[config.mk]
export PLATFORM = sky130hd
export DESIGN_NAME = detect_scheduler_flat
export DESIGN_NICKNAME = d
export VERILOG_FILES = /design/src/rtl/detect_scheduler_pkg.sv /design/src/rtl/detect_scheduler_if.sv /design/src/rtl/detect_scheduler_btn_pulse_gate.sv /design/src/rtl/detect_scheduler.sv /design/src/flat_wrapper.sv
export SDC_FILE = /design/constraint.sdc
export NUM_CORES = 1
export LEC_CHECK = 0
export CELL_PAD_IN_SITES_DETAIL_PLACEMENT = 0
export CELL_PAD_IN_SITES_GLOBAL_PLACEMENT = 1
export CORE_UTILIZATION = 34
export DETAILED_ROUTE_END_ITERATION = 10
export GPL_TIMING_DRIVEN = 0
export HOLD_SLACK_MARGIN = 0.15
export PLACE_DENSITY = 0.69
export SYNTH_ARGS = -nofsm -noshare
export SYNTH_HDL_FRONTEND = slang
export SYNTH_HIERARCHICAL = 1
export SYNTH_SLANG_ARGS = --single-unit
[constraint.sdc]
create_clock -name clk -period 4.4 [get_ports clk]
set_clock_uncertainty 0.15 [all_clocks]
set_input_delay 0.88 -clock clk [delete_from_list [all_inputs] [get_ports clk]]
set_output_delay 0.88 -clock clk [all_outputs]
set_load 0.1 [all_outputs]
[src/rtl/detect_scheduler_pkg.sv]
// Shared encodings and defaults for the face-detect scheduler.
// Build option: DETECT_FILTER_EN selects a 3-result majority filter on face_present.
package detect_scheduler_pkg;

  typedef enum logic [3:0] {
    IDLE  = 4'b0001,
    LOCK  = 4'b0010,
    START = 4'b0100,
    BUSY  = 4'b1000
  } state_t;

  localparam int DEF_FRAME_DIV   = 4;
  localparam int DEF_LOCK_CYCLES = 4;
  localparam int DEF_TIMEOUT     = 64;
  localparam int DROP_CNT_W      = 8;

  function automatic logic maj3(input logic [2:0] v);
    return (v[0] & v[1]) | (v[1] & v[2]) | (v[0] & v[2]);
  endfunction

endpackage

[src/rtl/detect_scheduler_if.sv]
// Frame, button and classifier signals between the scheduler and its neighbours.
// master = scheduler side, slave = builder/classifier/button side.
interface detect_scheduler_if;
  import detect_scheduler_pkg::*;

  logic                  frame_done;
  logic                  btn_up;
  logic                  btn_down;
  logic                  detect_done;
  logic                  detected_flag;
  logic                  detect_en;
  logic                  increment_threshold;
  logic                  decrement_threshold;
  logic                  buf_lock;
  logic                  face_present;
  logic                  result_valid;
  logic                  timeout_err;
  logic [DROP_CNT_W-1:0] dropped_frames;

  modport master (
    input  frame_done, btn_up, btn_down, detect_done, detected_flag,
    output detect_en, increment_threshold, decrement_threshold, buf_lock,
           face_present, result_valid, timeout_err, dropped_frames
  );

  modport slave (
    output frame_done, btn_up, btn_down, detect_done, detected_flag,
    input  detect_en, increment_threshold, decrement_threshold, buf_lock,
           face_present, result_valid, timeout_err, dropped_frames
  );

endinterface

[src/rtl/detect_scheduler_btn_pulse_gate.sv]
// Turns threshold button levels into single pulses, released only while the
// classifier is idle; simultaneous up/down requests cancel each other.
module btn_pulse_gate (
  input  logic clk,
  input  logic rst,
  input  logic btn_up,
  input  logic btn_down,
  input  logic idle_ok,
  output logic inc_pulse,
  output logic dec_pulse
);

  logic up_prev, down_prev;
  logic up_pend, down_pend;
  logic up_rise, down_rise;
  logic conflict, fire_up, fire_down;

  assign up_rise   = btn_up & ~up_prev;
  assign down_rise = btn_down & ~down_prev;
  assign conflict  = up_pend & down_pend;
  assign fire_up   = idle_ok & up_pend & ~down_pend;
  assign fire_down = idle_ok & down_pend & ~up_pend;

  always_ff @(posedge clk) begin
    if (rst) begin
      up_prev   <= 1'b0;
      down_prev <= 1'b0;
      up_pend   <= 1'b0;
      down_pend <= 1'b0;
      inc_pulse <= 1'b0;
      dec_pulse <= 1'b0;
    end else begin
      up_prev   <= btn_up;
      down_prev <= btn_down;
      // a new edge in the clearing cycle survives as a fresh request
      up_pend   <= (up_pend & ~conflict & ~fire_up) | up_rise;
      down_pend <= (down_pend & ~conflict & ~fire_down) | down_rise;
      inc_pulse <= fire_up;
      dec_pulse <= fire_down;
    end
  end

endmodule

[src/rtl/detect_scheduler.sv]
// Frame-decimating sequencer: locks the integral buffer, runs the classifier with
// a timeout and publishes the result. Build option: DETECT_FILTER_EN.
//
//   state | meaning
//   IDLE  | counting frame_done pulses toward the next classified frame
//   LOCK  | buffer frozen, waiting for the writer pipeline to drain
//   START | one-cycle detect_en to the classifier
//   BUSY  | waiting for detect_done or timeout
module detect_scheduler
  import detect_scheduler_pkg::*;
#(
  parameter int FRAME_DIV   = DEF_FRAME_DIV,
  parameter int LOCK_CYCLES = DEF_LOCK_CYCLES,
  parameter int TIMEOUT     = DEF_TIMEOUT
) (
  input logic                clk,
  input logic                rst,
  detect_scheduler_if.master bus
);

  localparam logic [7:0]            FD_LAST   = 8'(FRAME_DIV - 1);
  localparam logic [7:0]            LOCK_LOAD = 8'(LOCK_CYCLES - 1);
  // loaded one below TIMEOUT so the abort lands exactly TIMEOUT cycles after detect_en
  localparam logic [15:0]           TMO_LOAD  = 16'(TIMEOUT - 1);
  localparam logic [DROP_CNT_W-1:0] DROP_MAX  = '1;

  state_t                state_q, state_d;
  logic [7:0]            frame_cnt_q, frame_cnt_d;
  logic [7:0]            lock_cnt_q, lock_cnt_d;
  logic [15:0]           tmo_cnt_q, tmo_cnt_d;
  logic                  result_now, timeout_now;
  logic                  face_next;
  logic                  detect_en_q, buf_lock_q, result_valid_q, timeout_err_q, face_q;
  logic [DROP_CNT_W-1:0] drop_q;
  logic                  idle_ok, inc_q, dec_q;

  always_comb begin
    state_d     = state_q;
    frame_cnt_d = frame_cnt_q;
    lock_cnt_d  = lock_cnt_q;
    tmo_cnt_d   = tmo_cnt_q;
    result_now  = 1'b0;
    timeout_now = 1'b0;
    unique case (state_q)
      IDLE: begin
        if (bus.frame_done) begin
          if (frame_cnt_q == FD_LAST) begin
            frame_cnt_d = '0;
            lock_cnt_d  = LOCK_LOAD;
            state_d     = LOCK;
          end else begin
            frame_cnt_d = frame_cnt_q + 8'd1;
          end
        end
      end
      LOCK: begin
        if (lock_cnt_q == '0) state_d = START;
        else                  lock_cnt_d = lock_cnt_q - 8'd1;
      end
      START: begin
        tmo_cnt_d = TMO_LOAD;
        state_d   = BUSY;
      end
      BUSY: begin
        if (bus.detect_done) begin
          result_now = 1'b1;
          state_d    = IDLE;
        end else if (tmo_cnt_q == 16'd1) begin
          timeout_now = 1'b1;
          state_d     = IDLE;
        end else begin
          tmo_cnt_d = tmo_cnt_q - 16'd1;
        end
      end
      default: state_d = IDLE;
    endcase
  end

`ifdef DETECT_FILTER_EN
  logic [2:0] hist_q;

  always_ff @(posedge clk) begin
    if (rst)             hist_q <= '0;
    else if (result_now) hist_q <= {hist_q[1:0], bus.detected_flag};
  end

  assign face_next = maj3({hist_q[1:0], bus.detected_flag});
`else
  assign face_next = bus.detected_flag;
`endif

  always_ff @(posedge clk) begin
    if (rst) begin
      state_q        <= IDLE;
      frame_cnt_q    <= '0;
      lock_cnt_q     <= '0;
      tmo_cnt_q      <= '0;
      detect_en_q    <= 1'b0;
      buf_lock_q     <= 1'b0;
      result_valid_q <= 1'b0;
      timeout_err_q  <= 1'b0;
      face_q         <= 1'b0;
      drop_q         <= '0;
    end else begin
      state_q        <= state_d;
      frame_cnt_q    <= frame_cnt_d;
      lock_cnt_q     <= lock_cnt_d;
      tmo_cnt_q      <= tmo_cnt_d;
      detect_en_q    <= (state_d == START);
      buf_lock_q     <= (state_d != IDLE);
      result_valid_q <= result_now;
      if (timeout_now) timeout_err_q <= 1'b1;
      if (result_now)  face_q <= face_next;
      if (bus.frame_done && (state_q != IDLE) && (drop_q != DROP_MAX))
        drop_q <= drop_q + DROP_CNT_W'(1);
    end
  end

  // pulses may only be released from an IDLE cycle that is not leaving for LOCK
  assign idle_ok = (state_q == IDLE) && (state_d == IDLE);

  btn_pulse_gate u_btn (
    .clk      (clk),
    .rst      (rst),
    .btn_up   (bus.btn_up),
    .btn_down (bus.btn_down),
    .idle_ok  (idle_ok),
    .inc_pulse(inc_q),
    .dec_pulse(dec_q)
  );

  assign bus.detect_en           = detect_en_q;
  assign bus.buf_lock            = buf_lock_q;
  assign bus.result_valid        = result_valid_q;
  assign bus.timeout_err         = timeout_err_q;
  assign bus.face_present        = face_q;
  assign bus.dropped_frames      = drop_q;
  assign bus.increment_threshold = inc_q;
  assign bus.decrement_threshold = dec_q;

endmodule

[src/flat_wrapper.sv]
// flat-port wrapper written by rule: the top's interface ports become plain ports
module detect_scheduler_flat import detect_scheduler_pkg::*;
#(
  parameter int FRAME_DIV   = DEF_FRAME_DIV,
  parameter int LOCK_CYCLES = DEF_LOCK_CYCLES,
  parameter int TIMEOUT     = DEF_TIMEOUT
)
  (clk, rst, bus_frame_done, bus_btn_up, bus_btn_down, bus_detect_done, bus_detected_flag, bus_detect_en, bus_increment_threshold, bus_decrement_threshold, bus_buf_lock, bus_face_present, bus_result_valid, bus_timeout_err, bus_dropped_frames);
  detect_scheduler_if bus_i ();
  input logic clk;
  input logic rst;
  input wire logic [$bits(bus_i.frame_done)-1:0] bus_frame_done;
  input wire logic [$bits(bus_i.btn_up)-1:0] bus_btn_up;
  input wire logic [$bits(bus_i.btn_down)-1:0] bus_btn_down;
  input wire logic [$bits(bus_i.detect_done)-1:0] bus_detect_done;
  input wire logic [$bits(bus_i.detected_flag)-1:0] bus_detected_flag;
  output wire logic [$bits(bus_i.detect_en)-1:0] bus_detect_en;
  output wire logic [$bits(bus_i.increment_threshold)-1:0] bus_increment_threshold;
  output wire logic [$bits(bus_i.decrement_threshold)-1:0] bus_decrement_threshold;
  output wire logic [$bits(bus_i.buf_lock)-1:0] bus_buf_lock;
  output wire logic [$bits(bus_i.face_present)-1:0] bus_face_present;
  output wire logic [$bits(bus_i.result_valid)-1:0] bus_result_valid;
  output wire logic [$bits(bus_i.timeout_err)-1:0] bus_timeout_err;
  output wire logic [$bits(bus_i.dropped_frames)-1:0] bus_dropped_frames;
  assign bus_i.frame_done = bus_frame_done;
  assign bus_i.btn_up = bus_btn_up;
  assign bus_i.btn_down = bus_btn_down;
  assign bus_i.detect_done = bus_detect_done;
  assign bus_i.detected_flag = bus_detected_flag;
  assign bus_detect_en = bus_i.detect_en;
  assign bus_increment_threshold = bus_i.increment_threshold;
  assign bus_decrement_threshold = bus_i.decrement_threshold;
  assign bus_buf_lock = bus_i.buf_lock;
  assign bus_face_present = bus_i.face_present;
  assign bus_result_valid = bus_i.result_valid;
  assign bus_timeout_err = bus_i.timeout_err;
  assign bus_dropped_frames = bus_i.dropped_frames;
  detect_scheduler #(.FRAME_DIV(FRAME_DIV), .LOCK_CYCLES(LOCK_CYCLES), .TIMEOUT(TIMEOUT)) u_core (.clk(clk), .rst(rst), .bus(bus_i));
endmodule
-- Yosys cells after proc, flatten, opt, wreduce, memory -nomap -nowiden
Index checks and enable logic that the tools add are counted.
- register bits after elaboration: 55
- input bits: 7
- output and inout bits: 15
- word-level logic and storage cells: 84
- add/subtract/negate cells: 4
- equality and inequality tests: 16
- muxes and demuxes: 19
- bitwise gates (word level): 20
- reductions and logical operators: 9
- operator list (cell ; number):
    2-to-1 mux 16 bit ; 2
    2-to-1 mux 8 bit ; 4
    case mux 16 bit (2 select lines) ; 1
    2-to-1 mux 4 bit ; 5
    adder 8 x 1 -> 8 bit (second input constant) ; 2
    == test 16 x 1 -> 1 bit (second input constant) ; 1
    case mux 4 bit (4 select lines) ; 1
    case mux 8 bit (2 select lines) ; 1
    subtractor 16 x 1 -> 16 bit (second input constant) ; 1
    AND 1 bit ; 11
    == test 4 x 1 -> 1 bit (second input constant) ; 2
    == test 4 x 3 -> 1 bit (second input constant) ; 2
    == test 8 x 2 -> 1 bit (second input constant) ; 1
    zero test 8 bit ; 1
    inequality test 2 bit (second input constant) ; 4
    inequality test 4 x 1 -> 1 bit (second input constant) ; 2
    inequality test 8 bit (second input constant) ; 1
    subtractor 8 x 1 -> 8 bit (second input constant) ; 1
    inverter 1 bit ; 7
    2-to-1 mux 1 bit ; 5
    == test 4 x 2 -> 1 bit (second input constant) ; 1
    == test 4 bit (second input constant) ; 1
    AND reduction 4 bit ; 1
    nonzero test 2 bit ; 2
    5 further kinds ; 8

-- Logic depth before layout (Yosys ltp)
- depth after elaboration: 11
- depth in mapped cells: 7
- depth with buffers taken out: 6

-- Modules after synthesis
Netlist, hierarchy kept.
- by module, submodules not included (module ; instances ; cells each ; area each (µm²) ; sequential area each (µm²)):
    detect_scheduler ; 1 ; 286 ; 2519.9 ; 980.9
    btn_pulse_gate ; 1 ; 18 ; 187.7 ; 120.1

-- Worst setup path before layout
OpenSTA, ideal clock, no wires.
- path kind: register -> register
- start point: register u_core.drop_q[0], in the netlist u_core/bus.dropped_frames[0]
- end point: register u_core.drop_q[6], in the netlist u_core/bus.dropped_frames[6]
- library setup time: 0.115 ns
- arrival: 2.172 ns
- data required time: 4.135 ns
- slack: 1.963 ns
- cell stages (with the launch flop): 7
- path buffers: 1
- period minus slack after synthesis: 2.437 ns
- cell sequence: dfxtp_1 ha_1 nand3_1 o211ai_1 buf_2 nor4_1 o21a_1
- word-level cells in the longest chain between the ends: 2
- elaborated cells between the ends (all ways): 3
- those cells by class: add/sub: 1; eq/ne: 1; reduce/logical: 1
- RTL lines (what ; line ; RTL):
    from (decl) ; detect_scheduler.sv:34 ; logic [DROP_CNT_W-1:0] drop_q;
    from (signal assigned) ; detect_scheduler.sv:115 ; drop_q <= drop_q + DROP_CNT_W'(1);
    branches (longest 2 deep; another with adder 8 x 1 -> 8 bit) ; - ;
Parallel ways; which one is timed is not known.
A chain may end at the register's enable or synchronous reset.

-- Final worst setup path
- start point: register u_core.drop_q[2], in the netlist u_core/bus.dropped_frames[2]
- end point: output bus_dropped_frames[2]
- RTL lines (what ; line ; RTL):
    to (decl) ; flat_wrapper.sv:24 ; output wire logic [$bits(bus_i.dropped_frames)-1:0] bus_dropped_frames;
No word-level cell between the ends.

==> impl_metrics.env <==
export IMPL_status="complete, no violations"
export IMPL_area_delta_synth_final_pct=17.38
export IMPL_cts_hold_buf=0
export IMPL_wire_per_inst_um=13.62
export IMPL_power_mw=0.9510
export IMPL_yosys_warnings=6
export IMPL_drt_iter0_drc=114
export IMPL_wirelength_mm=5.923
export IMPL_path_max_fanout=7
export IMPL_die_x_um=91.24
export IMPL_cts_setup_buffers=0
export IMPL_synthAdderAreaFrac_pct=2.311
export IMPL_synth_nets=316
export IMPL_setup_viol_count_final=0
export IMPL_first_global_vias=2163
export IMPL_synth_top_family_by_area="simple AND/OR/NAND/NOR gates"
export IMPL_min_period_over_period_pct=67.09
export IMPL_rows=32
export IMPL_final_common_cell="dfxtp_1"
export IMPL_hp_class="reg -> reg"
export IMPL_synth_simple_area_share_pct=32.76
export IMPL_synth_edff_count=0
export IMPL_grt_pass1_wl_mm=10.25
export IMPL_fmax_mhz=338.8
export IMPL_finalHoldViolations=0
export IMPL_crit_slowest_cell="clkdlybuf4s50_1"
export IMPL_port_buffers=21
export IMPL_cts_htree_levels=2
export IMPL_synth_cells=304
export IMPL_relSlewSlack_pct=35.68
export IMPL_synth_compound_area_share_pct=14.23
export IMPL_cts_tree="built"
export IMPL_async_flop_share_pct=0
export IMPL_clk_path_buf_depth=2
export IMPL_worstMarginPinSlew_ps=951.4
export IMPL_worstPathRequired_ps=3370
export IMPL_path_cells="clkdlybuf4s50_1"
export IMPL_p_per_area_mw_per_mm2=299.2
export IMPL_ios=22
export IMPL_max_stage_delay_ps=1170
export IMPL_yosysSeqAreaShare_pct=40.67
export IMPL_yosysUniqueCellTypes=52
export IMPL_hold_depth=1
export IMPL_drive_gt1_share_pct=8.108
export IMPL_via_per_inst=5.363
export IMPL_end_kind="output pin"
export IMPL_fin_setup_tns_ps=0
export IMPL_grt_use_total_pct=15.08
export IMPL_ant_nets=0
export IMPL_cp_arrival_ps=1920
export IMPL_synth_main_ff_cell="dfxtp_1"
export IMPL_clock_sinks=55
export IMPL_start_util_pct=35.04
export IMPL_drc=0
export IMPL_startpoint_type="register"
export IMPL_grt_max_degree=17
export IMPL_ir_worst_vdd_mv=0.1955
export IMPL_synth_xor_area_share_pct=3.235
export IMPL_cts_resized_gates=0
export IMPL_drv_slew=0
export IMPL_via_count=2333
export IMPL_netlist_area_mm2=0.002708
export IMPL_dpl_hpwl_mm=4.203
export IMPL_maxCapViolations=0
export IMPL_synthMuxAreaShare_pct=3.327
export IMPL_crit_cells=1
export IMPL_most_common_layout_cells="dfxtp_1, nor2_1, clkdlybuf4s50_1, nand2_1, a21oi_1"
export IMPL_firstDrtPassIters=4
export IMPL_synth_avg_cell_area_um2=8.907
export IMPL_layout_nets=344
export IMPL_diodes=0
export IMPL_cts_buffers=5
export IMPL_antenna_found_initial=0
export IMPL_reg2reg_depth=6
export IMPL_critPathTopFamily="buffers and inverters"
export IMPL_clk_pin_slew_worst_paths_ps=100
export IMPL_whs_ps=284.2
export IMPL_clock_root_buffer="clkbuf_8"
export IMPL_layoutNonFillerInstCount=435
export IMPL_design_core_area_mm2=0.007727
export IMPL_dieArea_mm2=0.008325
export IMPL_placed_cells=427
export IMPL_rsz0062_at_grt="no"
export IMPL_crit_type="reg -> out"
export IMPL_p_leak_nw=1.206
export IMPL_place_congestion=0.7905
export IMPL_die_h_um=91.24
export IMPL_fin_crit_ps=2952
export IMPL_grt_remaining_overflow=0
export IMPL_cp_num_buf_inv=1
export IMPL_synth_seq_cells=55
export IMPL_insertion_delay_ps=300
[worst register-to-register path, delay by kind of cell (launching register included)]
kind / cells / cell delay [ps]
simple gates: 3 / 1440
flops: 1 / 350
fa+ha+maj: 1 / 190
compound gates: 1 / 160
buf+inv: 1 / 100
[power breakdown]
part	switching [mW]	leakage (nW)	internal, mW
clock network	0.165	0.0654	0.228
registers	0.00404	0.445	0.504
logic	0.0317	0.696	0.0192
[state kept, by name (all words and copies together) (netlist names)]
signal	cells
u_core/bus.buf_lock	1
u_core/bus.detect_en	1
u_core/bus.dropped_frames	8
u_core/bus.face_present	1
u_core/bus.result_valid	1
u_core/bus.timeout_err	1
u_core/frame_cnt_q	8
u_core/lock_cnt_q	8
u_core/state_q	4
u_core/tmo_cnt_q	16
u_core/u_btn/dec_pulse	1
u_core/u_btn/down_pend	1
u_core/u_btn/down_prev	1
u_core/u_btn/inc_pulse	1
u_core/u_btn/up_pend	1
u_core/u_btn/up_prev	1
[cell families (layout without fill, tap and decap cells)]
family,after synthesis,in the layout
and+or+nand+nor,146,146
buffers and inverters,22,51
xor gates and xnor gates,10,10
adders and majority gates,5,5
DFF,55,55
AOI/OAI and AO/OA,57,57
muxes,9,9
[worst paths after layout]
check | startpoint | end | slack, ps
worst max-delay path | u_core/bus.dropped_frames[2] | bus_dropped_frames[2] | 1450
worst min-delay path | u_core/u_btn/down_prev | u_core/u_btn/down_pend | 280
worst max register to register | u_core/tmo_cnt_q[0] | u_core/tmo_cnt_q[14] | 1940
worst min register to register | u_core/u_btn/down_prev | u_core/u_btn/down_pend | 280
[per-layer routing]
| layer | share of wire (%) | global-route usage [%] | vias to the layer above |
|---|---|---|---|
| met5 | 0 | 0 | - |
| met4 | 0.71 | 3.571 | 0 |
| met3 | 3.5 | 2.848 | 4 |
| met2 | 47 | 25.19 | 38 |
| met1 | 49 | 20.04 | 1098 |
| li1 | - | - | 1193 |
[synth_stat cells, types with 3 or more instances]
| library cell | count | share of area [%] |
|---|---|---|
| clkbuf_1 | 4 | 0.55 |
| nor4_1 | 7 | 1.6 |
| o21ai_0 | 5 | 0.92 |
| nor2_1 | 31 | 4.3 |
| ha_1 | 5 | 2.3 |
| nand4_1 | 9 | 2.1 |
| nand2b_1 | 8 | 1.8 |
| and2_1 | 3 | 0.69 |
| buf_2 | 6 | 1.1 |
| nor4b_1 | 3 | 0.97 |
| nand2_1 | 20 | 2.8 |
| dfxtp_1 | 55 | 41 |
| nor3_1 | 10 | 1.8 |
| a31oi_1 | 3 | 0.69 |
| and4_1 | 3 | 0.97 |
| or4b_1 | 3 | 1.1 |
| or3_1 | 10 | 2.3 |
| a21oi_1 | 16 | 3.0 |
| xor2_1 | 9 | 2.9 |
| o211ai_1 | 3 | 0.83 |
| o21ai_1 | 3 | 0.55 |
| or4_1 | 7 | 1.9 |
| o41ai_1 | 4 | 1.3 |
| nand3_1 | 10 | 1.8 |
| and3_1 | 3 | 0.69 |
| inv_1 | 11 | 1.5 |
| o31ai_1 | 8 | 2.2 |
| mux2i_1 | 9 | 3.3 |
| nor4b_4 | 3 | 2.6 |
| nor4_2 | 3 | 1.4 |
[per-stage QoR]
step	worst slack (ps)	cell area, µm²	utilization [%]
after floorplan	1963	2708	-
after global placement	1520	3045	39.41
after detailed placement	1524	3045	39.41
after CTS	1412	3178	41.13
after global routing	1374	3178	41.13
final	1448	3178	41.13
[final cells by class]
cell class,instances,area (µm²)
clock inverters,2,60.06
fillers,782,4549
multi-input cells,227,1513
plain buffers,11,52.55
repair buffers,21,210.2
clock buffers,6,72.57
flip-flops and latches,55,1101
well taps,102,127.6
inverters,11,41.29
No activity file was read; power rests on OpenSTA's default activity.
